===== config.mk =====
export PLATFORM = sky130hd
export DESIGN_NAME = pwm_ramp_seq
export DESIGN_NICKNAME = d
export VERILOG_FILES = /design/src/rtl/pwm_ramp_seq.sv
export SDC_FILE = /design/constraint.sdc
export NUM_CORES = 1
export LEC_CHECK = 0
export BUFFER_PORTS_ARGS = -buffer_cell sky130_fd_sc_hd__buf_2
export CORE_ASPECT_RATIO = 0.75
export CORE_MARGIN = 2
export CORE_UTILIZATION = 50
export DETAILED_ROUTE_END_ITERATION = 6
export GPL_TIMING_DRIVEN = 0
export PLACE_DENSITY = 0.71
export SETUP_SLACK_MARGIN = 0.5
export SYNTH_ARGS = -nofsm -noshare
export SYNTH_HDL_FRONTEND = slang
export SYNTH_SLANG_ARGS = --single-unit

===== constraint.sdc =====
create_clock -name clk -period 7.4 [get_ports clk]
set_clock_uncertainty 0.1 [all_clocks]
set_input_delay 1.48 -clock clk [delete_from_list [all_inputs] [get_ports clk]]
set_output_delay 1.48 -clock clk [all_outputs]
set_load 0.02 [all_outputs]

===== src/rtl/pwm_ramp_seq.sv =====
// Duty-cycle ramp sequencer: accepts one ramp command and steps high_limit
// from start to end, pulsing para_config_vld once per step with a dwell gap.
module pwm_ramp_seq #(
   parameter int CNT_W = 28
) (
   input  logic             clk,
   input  logic             rst,
   input  logic             cmd_valid,
   output logic             cmd_ready,
   input  logic [CNT_W-1:0] cmd_period,
   input  logic [CNT_W-1:0] cmd_high_start,
   input  logic [CNT_W-1:0] cmd_high_end,
   input  logic [CNT_W-1:0] cmd_step,
   input  logic [CNT_W-1:0] cmd_dwell,
   input  logic             abort,
   output logic             busy,
   output logic             done,
   output logic             para_config_vld,
   output logic [CNT_W-1:0] period_limit,
   output logic [CNT_W-1:0] high_limit
);

   typedef enum logic [3:0] {
      IDLE   = 4'b0001,
      ISSUE  = 4'b0010,
      DWELL  = 4'b0100,
      FINISH = 4'b1000
   } state_t;

   state_t           state_q, state_d;
   logic [CNT_W-1:0] cur_q, cur_d;
   logic [CNT_W-1:0] end_q, end_d;
   logic [CNT_W-1:0] step_q, step_d;
   logic [CNT_W-1:0] dwell_q, dwell_d;
   logic [CNT_W-1:0] dwell_cnt_q, dwell_cnt_d;
   logic [CNT_W-1:0] period_q, period_d;
   logic [CNT_W-1:0] high_q, high_d;
   logic             dir_up_q, dir_up_d;

   logic [CNT_W:0]   sum_w;
   logic [CNT_W:0]   diff_w;
   logic [CNT_W-1:0] next_val;

   // One extra bit keeps the up-step from wrapping; the down-step floors at 0
   // before being clamped against the end value.
   always_comb begin
      sum_w  = {1'b0, cur_q} + {1'b0, step_q};
      diff_w = (cur_q >= step_q) ? {1'b0, cur_q - step_q} : '0;
      if (step_q == '0)
         next_val = end_q;
      else if (dir_up_q)
         next_val = (sum_w >= {1'b0, end_q}) ? end_q : sum_w[CNT_W-1:0];
      else
         next_val = (diff_w <= {1'b0, end_q}) ? end_q : diff_w[CNT_W-1:0];
   end

   always_comb begin
      state_d     = state_q;
      cur_d       = cur_q;
      end_d       = end_q;
      step_d      = step_q;
      dwell_d     = dwell_q;
      dwell_cnt_d = dwell_cnt_q;
      period_d    = period_q;
      high_d      = high_q;
      dir_up_d    = dir_up_q;
      case (state_q)
         IDLE: begin
            if (cmd_valid) begin
               end_d    = cmd_high_end;
               step_d   = cmd_step;
               dwell_d  = cmd_dwell;
               dir_up_d = (cmd_high_end >= cmd_high_start);
               cur_d    = cmd_high_start;
               period_d = cmd_period;
               high_d   = cmd_high_start;
               state_d  = ISSUE;
            end
         end
         ISSUE: begin
            if (abort)
               state_d = IDLE;
            else if (cur_q == end_q)
               state_d = FINISH;
            else begin
               dwell_cnt_d = '0;
               state_d     = DWELL;
            end
         end
         DWELL: begin
            if (abort)
               state_d = IDLE;
            else if (dwell_cnt_q == dwell_q) begin
               cur_d   = next_val;
               high_d  = next_val;
               state_d = ISSUE;
            end else
               dwell_cnt_d = dwell_cnt_q + 1'b1;
         end
         FINISH:  state_d = IDLE;
         default: state_d = IDLE;
      endcase
   end

   always_ff @(posedge clk or posedge rst) begin
      if (rst) begin
         state_q     <= IDLE;
         cur_q       <= '0;
         end_q       <= '0;
         step_q      <= '0;
         dwell_q     <= '0;
         dwell_cnt_q <= '0;
         period_q    <= '0;
         high_q      <= '0;
         dir_up_q    <= 1'b0;
      end else begin
         state_q     <= state_d;
         cur_q       <= cur_d;
         end_q       <= end_d;
         step_q      <= step_d;
         dwell_q     <= dwell_d;
         dwell_cnt_q <= dwell_cnt_d;
         period_q    <= period_d;
         high_q      <= high_d;
         dir_up_q    <= dir_up_d;
      end
   end

   assign cmd_ready       = (state_q == IDLE);
   assign busy            = (state_q != IDLE);
   assign para_config_vld = (state_q == ISSUE);
   assign done            = (state_q == FINISH);
   assign period_limit    = period_q;
   assign high_limit      = high_q;

endmodule

==> summary.md, run 1 <==
| Metric | Value |
|---|---|
| Reg2Reg Launch Point | `high_limit[0]` |
| CTS Buf Count | `17` |
| Crit Path Category | `reg -> reg` |
| Yosys reg bits | `173` |
| Synth Cell Area | `0.0137 mm2` |
| Min Hold Slack | `0.380 ns` |
| Prevailing post-synth register cell | `dfrtp_1` |
| Sequential-to-total area share from yosys stat | `0.317` |
| ANT cells | `0` |
| Die ar. | `0.0287 mm2` |
| Final antenna-violating net count | `0` |
| EDFF count, synth | `0` |
| Vias in the first global route | `13,429` |
| CP Capture Type | `flip-flop` |
| RSZ-0062 raised after global routing | `yes` |
| Critical path data required time | `7.67 ns` |
| Via count | `14,350` |
| Hold_buf cts | `0` |
| PortBufs | `203` |
| Wirelength per Cell | `24.1 um` |
| Post-layout minimum cycle time | `6.81 ns` |
| CTS root buf | `clkbuf_16` |
| Skew-Pair Late Insertion Delay | `0.46 ns` |
| Worst-path clk slew | `0.09 ns` |
| DR pass1 iterations | `6` |
| Fmax | `147 MHz` |
| Post-place instance area | `0.0151 mm2` |
| Die H | `147 um` |
| CP Max Fanout | `10` |
| Hold Crit Class | `reg -> reg` |
| H-tree depth | `4` |
| Status | `completed` |
| Mapped Cells | `1,720` |
| Worst slew pin tran | `1.41 ns` |
| Mean Syn Cell Area | `7.94 um2` |
| Pre-CTS WS | `-0.00978 ns` |
| Avg Vias per Cell | `6.21` |
| Die W | `195 um` |
| Worst setup startpoint | `high_limit[0]` |
| Startpoint Class | `flip-flop` |
| Iter 0 DRT Violations | `1,693` |
| Routability congestion estimate | `1.07` |
| I/O pins | `204` |
| Fin. Hold Viols | `0` |
| CTS Buffer Depth | `2` |
| Slew Limit Fails | `0` |
| Fin nets | `2,233` |
| Max_slew headroom | `0.0548` |
| Min-delay src | `period_limit[6]` |
| Setup violations, final | `0` |
| Total track usage | `0.387` |
| Fin crit share | `0.920` |
| CTS tree | `yes` |
| DRC viols | `0` |
| First-pass GRT wire length | `82,600 um` |
| Post-route setup slack | `0.592 ns` |
| Routed WL | `55,700 um` |
| Fin Setup TNS | `0 ns` |
| Initial antenna violation count | `1` |
| Core area | `0.0269 mm2` |
| Synth warnings | `0` |
| Final Instance Area | `0.0159 mm2` |
| Row cnt | `52` |
| Layout cells sized above 1 | `0.148` |
| Initial core utilization | `0.507` |
| FFs w/ async S/R, synth | `1.00` |
| Congestion Overflow GR | `0` |
| Largest net degree at the start of global routing | `112` |
| Max Cap Violations | `0` |
| Crit path DAT | `7.08 ns` |
| Synthesized net count | `2,007` |
| CTS Sinks | `173` |
| Netlist cell types | `76` |
| Syn-to-layout area delta | `16.2%` |
| Post-DP HPWL | `44,000 um` |
synth_stat cells (27+ instances only):
cell type	number	area, um2
nor4_1	27	169
a21o_1	28	210
ha_1	141	1760
a21oi_1	127	636
xor2_1	48	420
a211oi_1	29	218
clkbuf_1	61	229
nand4_1	36	225
nand2_1	312	1170
dfrtp_1	172	4300
xnor2_1	75	657
nor3_1	47	235
nor2_1	124	465
inv_1	118	443
o21ai_0	116	581
nand3_1	28	140
critical path, cell delays in order, from the launching register on:
cell       delay (ns)
dfrtp_1          0.46
inv_1            0.11
ha_1             0.19
inv_1            0.06
fa_1             0.42
a21o_1           0.22
a221o_1          0.50
a211oi_4         0.37
a21oi_2          0.13
o311ai_1         0.36
and2b_2          0.26
clkbuf_4         0.28
clkbuf_4         0.30
nor2_1           0.07
ha_1             0.30
nand4_1          0.19
or4_1            0.63
o2111ai_1        0.23
o21a_1           0.20
a21oi_2          0.12
a21oi_2          0.41
clkbuf_2         0.42
a22oi_1          0.13
a21oi_1          0.22
final timing paths:
kind	end	slack [ns]	cells past startpoint
setup / recovery	high_limit[11]	0.59	23
min in group asynchronous	period_limit[16]	0.95	2
setup reg to reg	high_limit[11]	0.59	23
hold reg to reg	period_limit[6]	0.38	2
max in group asynchronous	step_q[15]	5.28	3
hold / removal	period_limit[6]	0.38	2
cells in the final DEF (no fill, tap or decap), types with 16 or more instances in the layout:
master and n:
nand2b_1 16, o21ai_0 116, inv_1 117, ha_1 141, a211oi_1 27, nand3_1 28
buf_2 213, nor4_1 27, nand2_1 310, nand4_1 36, a21oi_1 124, a21o_1 28
clkbuf_1 59, dfrtp_1 171, xor2_1 48, nor3_1 46, a31oi_1 16, clkbuf_16 17
xnor2_1 75, nor2_1 123
through the flow:
stage | cells | utilization
6_report | 2310 | 0.589
5_1_grt | 2310 | 0.589
4_1_cts | 2310 | 0.588
3_5_place_dp | 2275 | 0.562
3_3_place_gp | 2274 | 0.561
2_1_floorplan | 1720 | -
area by class of cell:
cell class / instances / area, um2
fill: 2573 / 11100
multi-input combinational: 1350 / 8620
sequential: 173 / 4330
timing repair buffer: 207 / 1070
inverter: 118 / 450
tap: 351 / 439
clock buffer: 17 / 425
buffer: 79 / 340
clock inverter: 15 / 204
sequential cells by signal, indices dropped and copies added, names as in the netlist:
register / count
dwell_cnt_q: 28
dwell_q: 28
end_q: 28
high_limit: 28
period_limit: 28
step_q: 28
state_q: 4
dir_up_q: 1
timing repair:
action / 4_1_cts / 5_1_grt
endpoints found under the setup margin: 23 / 27
pin swaps: 1 / 2
setup buffers: 3 / 0
gates cloned: 0 / 0
gates resized for setup: 7 / 15
metal layers:
metal,track usage,up-vias,share of wire
met5,0,-,0.00023
met4,0.111,2,0.025
met3,0.120,94,0.14
met2,0.527,930,0.39
met1,0.584,6850,0.45
li1,-,6474,-
cells by family after synthesis:
family / share of synthesized area
flip-flops: 0.317
XOR/XNOR: 0.0789
multiplexers: 0.00302
buffers and inverters: 0.0564
AO/OA/AOI/OAI: 0.196
adder cells (fa/ha/maj): 0.132
AND/OR/NAND/NOR: 0.217
Power of run 1 is left out: the tool's default activity adds up to more than one toggle a clock period on the data nets, which glitch-free logic cannot reach.
==> run 2: changes to the inputs <==
--- a/config.mk
+++ b/config.mk
@@ -12,6 +12,7 @@
 export DETAILED_ROUTE_END_ITERATION = 6
 export GPL_TIMING_DRIVEN = 0
 export PLACE_DENSITY = 0.71
+export RECOVER_POWER = 100
 export SETUP_SLACK_MARGIN = 0.5
 export SYNTH_ARGS = -nofsm -noshare
 export SYNTH_HDL_FRONTEND = slang
==> run 2 against run 1 <==
Net effect: the flow now finishes with violations (DRC, capacitance limit, slew limit); cell count stayed put; final area decreased by 0.83%; sequential cell count did not move; non-clock buffer count is the same; die area stayed put; fmax is 2.6% lower; hold slack gained 0.0043 ns; critical path type unchanged; critical endpoint is now high_limit[0].
==> summary.md, run 2 (synthesis gave the netlist of run 1 again) <==
| Metric | Value |
|---|---|
| Setup violations, final | `0 (unchanged)` |
| CP Capture Type | `flip-flop` |
| Routed WL | `55,700 um (about the same)` |
| Filler instances | `2,619 (+1.8%)` |
| Startpoint Class | `flip-flop` |
| Status | `finished with violations` |
| Fmax | `143 MHz (-2.6%)` |
| PortBufs | `203 (unchanged)` |
| ANT cells | `0 (unchanged)` |
| Critical Path Slowest Stage Cell | `or4_1` |
| Iter 0 DRT Violations | `1,685 (-0.47%)` |
| Largest net degree at the start of global routing | `112 (unchanged)` |
| Worst-path clk slew | `0.08 ns (about the same)` |
| H-tree depth | `4 (unchanged)` |
| Slew Limit Fails | `187 (+187)` |
| Fin. Hold Viols | `0 (unchanged)` |
| Post-DP HPWL | `44,000 um (unchanged)` |
| Core area | `0.0269 mm2 (unchanged)` |
| CTS root buf | `clkbuf_16` |
| Final antenna-violating net count | `0 (unchanged)` |
| Critical path data required time | `7.51 ns (-0.16 ns)` |
| Layout cells sized above 1 | `0.112 (-0.0357)` |
| Max_slew headroom | `-1.07 (-1.12)` |
| First-pass GRT wire length | `82,600 um (unchanged)` |
| Avg Vias per Cell | `6.21 (about the same)` |
| CTS Sinks | `173 (unchanged)` |
| DR pass1 iterations | `7 (+1)` |
| DRC viols | `9 (+9)` |
| RSZ-0062 raised after global routing | `yes` |
| Syn-to-layout area delta | `15.3%` |
| Initial antenna violation count | `1 (unchanged)` |
| Post-place instance area | `0.0151 mm2 (unchanged)` |
| Vias in the first global route | `13,429 (unchanged)` |
| Routability congestion estimate | `1.07 (unchanged)` |
| Die H | `147 um (unchanged)` |
| Most frequent cells in the layout | `nand2_1, dfrtp_1, buf_2` |
| Skew-Pair Late Insertion Delay | `0.47 ns (about the same)` |
| Most common cell after layout, fill and taps aside | `nand2_1` |
| Crit Path Category | `reg -> reg` |
| Via count | `14,341 (-0.063%)` |
| Worst slew pin tran | `3.08 ns (+1.68 ns)` |
| CTS Buf Count | `17 (unchanged)` |
| Hold Crit Class | `reg -> reg` |
| Critical-path cell list | `inv_1 -> ha_1 -> inv_1 -> fa_1 -> a21o_1 -> a221o_1 -> a211oi_4 -> a21oi_1 -> o311ai_0 -> and2b_1 -> clkbuf_4 -> clkbuf_4 -> nor2_1 -> ha_1 -> nand4_1 -> or4_1 -> a21oi_1 -> o31ai_1 -> a21oi_2 -> buf_4 -> o21ai_0 -> a221oi_1 -> a21boi_1` |
| Max Cap Violations | `3 (+3)` |
| Failing checks | `DRC, capacitance limit, slew limit` |
| Fin nets | `2,233 (unchanged)` |
| Wirelength per Cell | `24.1 um (about the same)` |
| Max stage delay on crit path | `0.63 ns (about the same)` |
| Post-layout minimum cycle time | `6.99 ns (+0.185 ns)` |
| CP Max Fanout | `10 (unchanged)` |
| Congestion Overflow GR | `0 (unchanged)` |
| Row cnt | `52 (unchanged)` |
| CTS Buffer Depth | `2 (unchanged)` |
| Area of the multi-input gates | `0.00860 mm2 (-0.28%)` |
| Initial core utilization | `0.507 (unchanged)` |
| Die W | `195 um (unchanged)` |
| Die ar. | `0.0287 mm2 (unchanged)` |
| Crit path DAT | `7.11 ns (+0.03 ns)` |
| Total track usage | `0.387 (unchanged)` |
| CTS tree | `yes` |
| Fin crit share | `0.945 (+0.0249)` |
| Storage element area | `0.00433 mm2 (unchanged)` |
| I/O pins | `204 (unchanged)` |
| Final Instance Area | `0.0157 mm2 (-0.83%)` |
==> run 2: cell count changes in the layout (fill, tap and decap cells not counted), sizes merged <==
cell / change
clkinvlp: +1
buf: -66
inv: -1
clkbuf: +66
==> run 2: cell type report <==
type                            count  area share
Buffer                             79      0.0215
Sequential cell                   173       0.275
Multi-Input combinational cell   1350       0.546
Clock inverter                     15      0.0130
Timing Repair Buffer              207      0.0614
Clock buffer                       17      0.0270
Tap cell                          351      0.0279
Inverter                          118      0.0282
==> run 2: timing repair <==
action,4_1_cts,5_1_grt
pin swaps,1,2
setup buffers,3,0
cloned,0,0
resized for setup,7,15
hold buffers,0,0
setup endpoints to repair,23,27
==> run 2: worst max-delay path: cells and delay by family (launching register included) <==
kind                     cells  cell delay (ns)
AO/OA/AOI/OAI               11             3.07
flip-flops                   1             0.46
adder cells (fa/ha/maj)      3             0.92
buffers and inverters        5             1.00
AND/OR/NAND/NOR              4             1.18
==> run 2: metal layers <==
layer / part of all wire / vias to the layer above / global-route usage
met5: 0.00023 / - / 0
met3: 0.13 / 111 / 0.120
li1: - / 6474 / -
met1: 0.45 / 6813 / 0.584
met4: 0.025 / 2 / 0.111
met2: 0.39 / 941 / 0.527
==> run 2: metrics by stage <==
stage               setup WS, ns  setup TNS [ns]  hold WS [ns]  instances   util
floorplan                   1.13               0         0.365       1720      -
global placement           -1.20         -201.70         0.357       2274  0.561
detailed placement      -0.00978        -0.00978         0.360       2275  0.562
CTS                        0.504               0         0.382       2310  0.588
global route               0.244               0         0.410       2310  0.585
finish                     0.408               0         0.384       2310  0.585
==> run 2: path summary, 6_finish.rpt <==
kind / startpoint / endpoint / slack, ns / cells past startpoint
min: period_limit[16] / period_limit[16] / 0.38 / 2
min in group asynchronous: rst / period_limit[16] / 1.78 / 2
max reg2reg: high_limit[0] / high_limit[0] / 0.41 / 23
max in group asynchronous: rst / step_q[0] / 1.62 / 3
min reg2reg: period_limit[16] / period_limit[16] / 0.38 / 2
max: high_limit[0] / high_limit[0] / 0.41 / 23
Power of run 2 is left out for the same reason.
==> run 3: changes to the inputs <==
--- a/config.mk
+++ b/config.mk
@@ -6,12 +6,14 @@
 export NUM_CORES = 1
 export LEC_CHECK = 0
 export BUFFER_PORTS_ARGS = -buffer_cell sky130_fd_sc_hd__buf_2
+export CELL_PAD_IN_SITES_DETAIL_PLACEMENT = 0
+export CELL_PAD_IN_SITES_GLOBAL_PLACEMENT = 2
 export CORE_ASPECT_RATIO = 0.75
 export CORE_MARGIN = 2
-export CORE_UTILIZATION = 50
+export CORE_UTILIZATION = 34
 export DETAILED_ROUTE_END_ITERATION = 6
 export GPL_TIMING_DRIVEN = 0
-export PLACE_DENSITY = 0.71
+export PLACE_DENSITY_LB_ADDON = 0.2
 export RECOVER_POWER = 100
 export SETUP_SLACK_MARGIN = 0.5
 export SYNTH_ARGS = -nofsm -noshare
==> run 3 against run 2 <==
Net effect: the run ends with capacitance limit, slew limit left; via count is 4.6% lower; utilization is 18 points lower; highest routed layer is now met4; sequential share of layout area is 0.45 points lower; global-route usage is 11 points lower; largest cell class unchanged; fmax is 1.9% higher; critical endpoint is now high_limit[27]; die area is 46% higher.
==> summary.md, run 3 (synthesis gave the netlist of run 1 again) <==
| Metric | Value |
|---|---|
| DRC viols | `0 (-9)` |
| Pre-CTS WS | `-0.0150 ns (-0.00517 ns)` |
| Die W | `235 um (+21%)` |
| Total track usage | `0.273 (-0.115)` |
| Max_slew headroom | `-1.83 (-0.760)` |
| Vias in the first global route | `12,996 (-3.2%)` |
| Most frequent cells in the layout | `nand2_1, dfrtp_1, buf_2` |
| Peak VDD IR | `324 uV` |
| CTS root buf | `clkbuf_16` |
| Worst slew pin tran | `4.24 ns (+1.15 ns)` |
| CP Capture Type | `flip-flop` |
| Critical-path cell list | `inv_1 -> ha_1 -> inv_1 -> fa_1 -> a21o_1 -> a221o_1 -> a211oi_4 -> a21oi_2 -> o311ai_0 -> and2b_1 -> clkbuf_4 -> buf_4 -> nor2_1 -> ha_1 -> nand4_1 -> or4_4 -> a21oi_1 -> o31ai_1 -> a21oi_1 -> clkbuf_4 -> clkbuf_4 -> nand2_1 -> o41a_1 -> o31ai_1` |
| Failing checks | `capacitance limit, slew limit` |
| CP bufs+invs | `6 (+1)` |
| Kind of cell adding the most delay to the critical path | `compound AO/OA/AOI/OAI gates` |
| DR pass1 iterations | `5 (-2)` |
| Fmax | `146 MHz (+1.9%)` |
| CP Max Fanout | `10 (unchanged)` |
| Die ar. | `0.0418 mm2 (+46%)` |
| Wirelength per Cell | `23.0 um (-4.7%)` |
| Max stage delay on crit path | `0.65 ns (+0.02 ns)` |
| Crit path DAT | `7.13 ns (+0.02 ns)` |
| Status | `finished with violations` |
| Worst-path clk slew | `0.08 ns (about the same)` |
| Min-delay src | `period_limit[16]` |
| Leak | `7.49 nW` |
| Post-layout minimum cycle time | `6.86 ns (-0.133 ns)` |
| Fin crit share | `0.927 (-0.0180)` |
| Slew Limit Fails | `115 (-39%)` |
| Max Cap Violations | `2 (-1)` |
| Initial core utilization | `0.345 (-0.162)` |
| Most used cell along the critical path | `clkbuf_4` |
| Critical Path Slowest Stage Cell | `or4_4` |
| H-tree depth | `4 (unchanged)` |
| FF-to-FF path depth | `24 (+4.3%)` |
| CTS Buffer Depth | `2 (unchanged)` |
| Avg Vias per Cell | `5.51 (-11%)` |
| Congestion Overflow GR | `0 (unchanged)` |
| Post-route setup slack | `0.541 ns (+0.133 ns)` |
| Hold Crit Class | `reg -> reg` |
| ANT cells | `0 (unchanged)` |
| Crit Path Category | `reg -> reg` |
| Most common cell after layout, fill and taps aside | `nand2_1` |
| Initial antenna violation count | `0 (-1)` |
| CTS Buf Count | `17 (unchanged)` |
| Critical path data required time | `7.67 ns (+0.16 ns)` |
| Layout cells sized above 1 | `0.115 (+0.00232)` |
| Routability congestion estimate | `0.951 (-11%)` |
| Syn-to-layout area delta | `17.2%` |
| Hold Crit Depth | `2 (unchanged)` |
| Die H | `178 um (+21%)` |
| Post-layout util | `0.404 (-0.180)` |
| Fin. Hold Viols | `0 (unchanged)` |
| RSZ-0062 raised after global routing | `no` |
| CTS Sinks | `173 (unchanged)` |
| Core area | `0.0396 mm2 (+47%)` |
| Hold_buf cts | `0 (unchanged)` |
| PortBufs | `203 (unchanged)` |
| Fin nets | `2,237 (+0.18%)` |
| Setup violations, final | `0 (unchanged)` |
| I/O pins | `204 (unchanged)` |
| CTS tree | `yes` |
| Worst setup startpoint | `high_limit[0]` |
| Iter 0 DRT Violations | `1,338 (-21%)` |
| Startpoint Class | `flip-flop` |
| Routed WL | `57,000 um (+2.4%)` |
| Post-DP HPWL | `46,400 um (+5.3%)` |
| Largest net degree at the start of global routing | `105 (-6.3%)` |
| Skew-Pair Late Insertion Delay | `0.48 ns (about the same)` |
| Row cnt | `63 (+21%)` |
| Crit path depth | `24 (+4.3%)` |
| Power Density | `579 mW/mm2` |
| Min Hold Slack | `0.371 ns (-0.0133 ns)` |
| Reg2Reg Launch Point | `high_limit[0]` |
| First-pass GRT wire length | `84,400 um (+2.2%)` |
| Final antenna-violating net count | `0 (unchanged)` |
| Via count | `13,688 (-4.6%)` |
-- run 3: cell count changes in the layout (fill, tap and decap cells not counted), moves of 2 or more --
cell        previous run  this run
clkinv_8               6         0
buf_4                  3         8
clkinvlp_4             0         3
inv_12                 3         0
a21oi_2                3         1
bufinv_16              0         2
clkbuf_8               0         2
nor4_2                 0         2
-- run 3: timing repair --
item	in CTS	in global routing
gates resized for setup	8	23
setup buffers	1	6
setup endpoints to repair	24	27
pin swaps	1	4
-- run 3: final cells by class --
cell class / count / area, um2
buffer: 79 / 340
clock buffer: 19 / 453
clock inverter: 13 / 154
fill: 4249 / 23600
inverter: 118 / 443
multi-input combinational: 1350 / 8610
sequential: 173 / 4330
tap: 520 / 651
timing repair buffer: 211 / 1020
-- run 3: per-layer routing --
metal | routed length [um] | up-vias | global-route usage
li1 | - | 6485 | -
met1 | 29200 | 6662 | 0.424
met2 | 23000 | 494 | 0.383
met3 | 3970 | 47 | 0.0523
met4 | 853 | 0 | 0.0579
met5 | 0 | - | 0
-- run 3: path summary, 6_finish.rpt --
kind | end | slack [ns]
hold reg to reg | period_limit[16] | 0.37
hold / removal | period_limit[16] | 0.37
min in group asynchronous | period_limit[6] | 2.51
max in group asynchronous | dwell_cnt_q[11] | 2.31
setup / recovery | high_limit[27] | 0.54
setup reg to reg | high_limit[27] | 0.54
-- run 3: per-stage QoR --
step | instances | area (um2) | TNS [ns] | power (mW)
2_1_floorplan | 1720 | 13700 | 0 | 5.80
3_3_place_gp | 2443 | 15300 | -261.14 | 7.97
3_5_place_dp | 2444 | 15400 | -0.0150 | 7.97
4_1_cts | 2477 | 16000 | 0 | 9.04
5_1_grt | 2483 | 16000 | 0 | 9.96
6_report | 2483 | 16000 | 0 | 9.27
-- run 3: power by group --
part	leakage (nW)	total [mW]	internal (mW)	switching, mW
clock	0.290	0.987	0.524	0.463
combinational	5.02	6.54	2.21	4.33
sequential	2.18	1.74	1.28	0.457
-- run 3: worst register-to-register path, cell delays in order, from the launching register on --
cell	delay [ns]
dfrtp_1	0.52
inv_1	0.17
ha_1	0.19
inv_1	0.06
fa_1	0.41
a21o_1	0.21
a221o_1	0.43
a211oi_4	0.35
a21oi_2	0.14
o311ai_0	0.43
and2b_1	0.26
clkbuf_4	0.28
buf_4	0.26
nor2_1	0.08
ha_1	0.31
nand4_1	0.25
or4_4	0.66
a21oi_1	0.14
o31ai_1	0.16
a21oi_1	0.37
clkbuf_4	0.23
clkbuf_4	0.23
nand2_1	0.12
o41a_1	0.34
o31ai_1	0.07
Power figures use the tool's default switching activity.
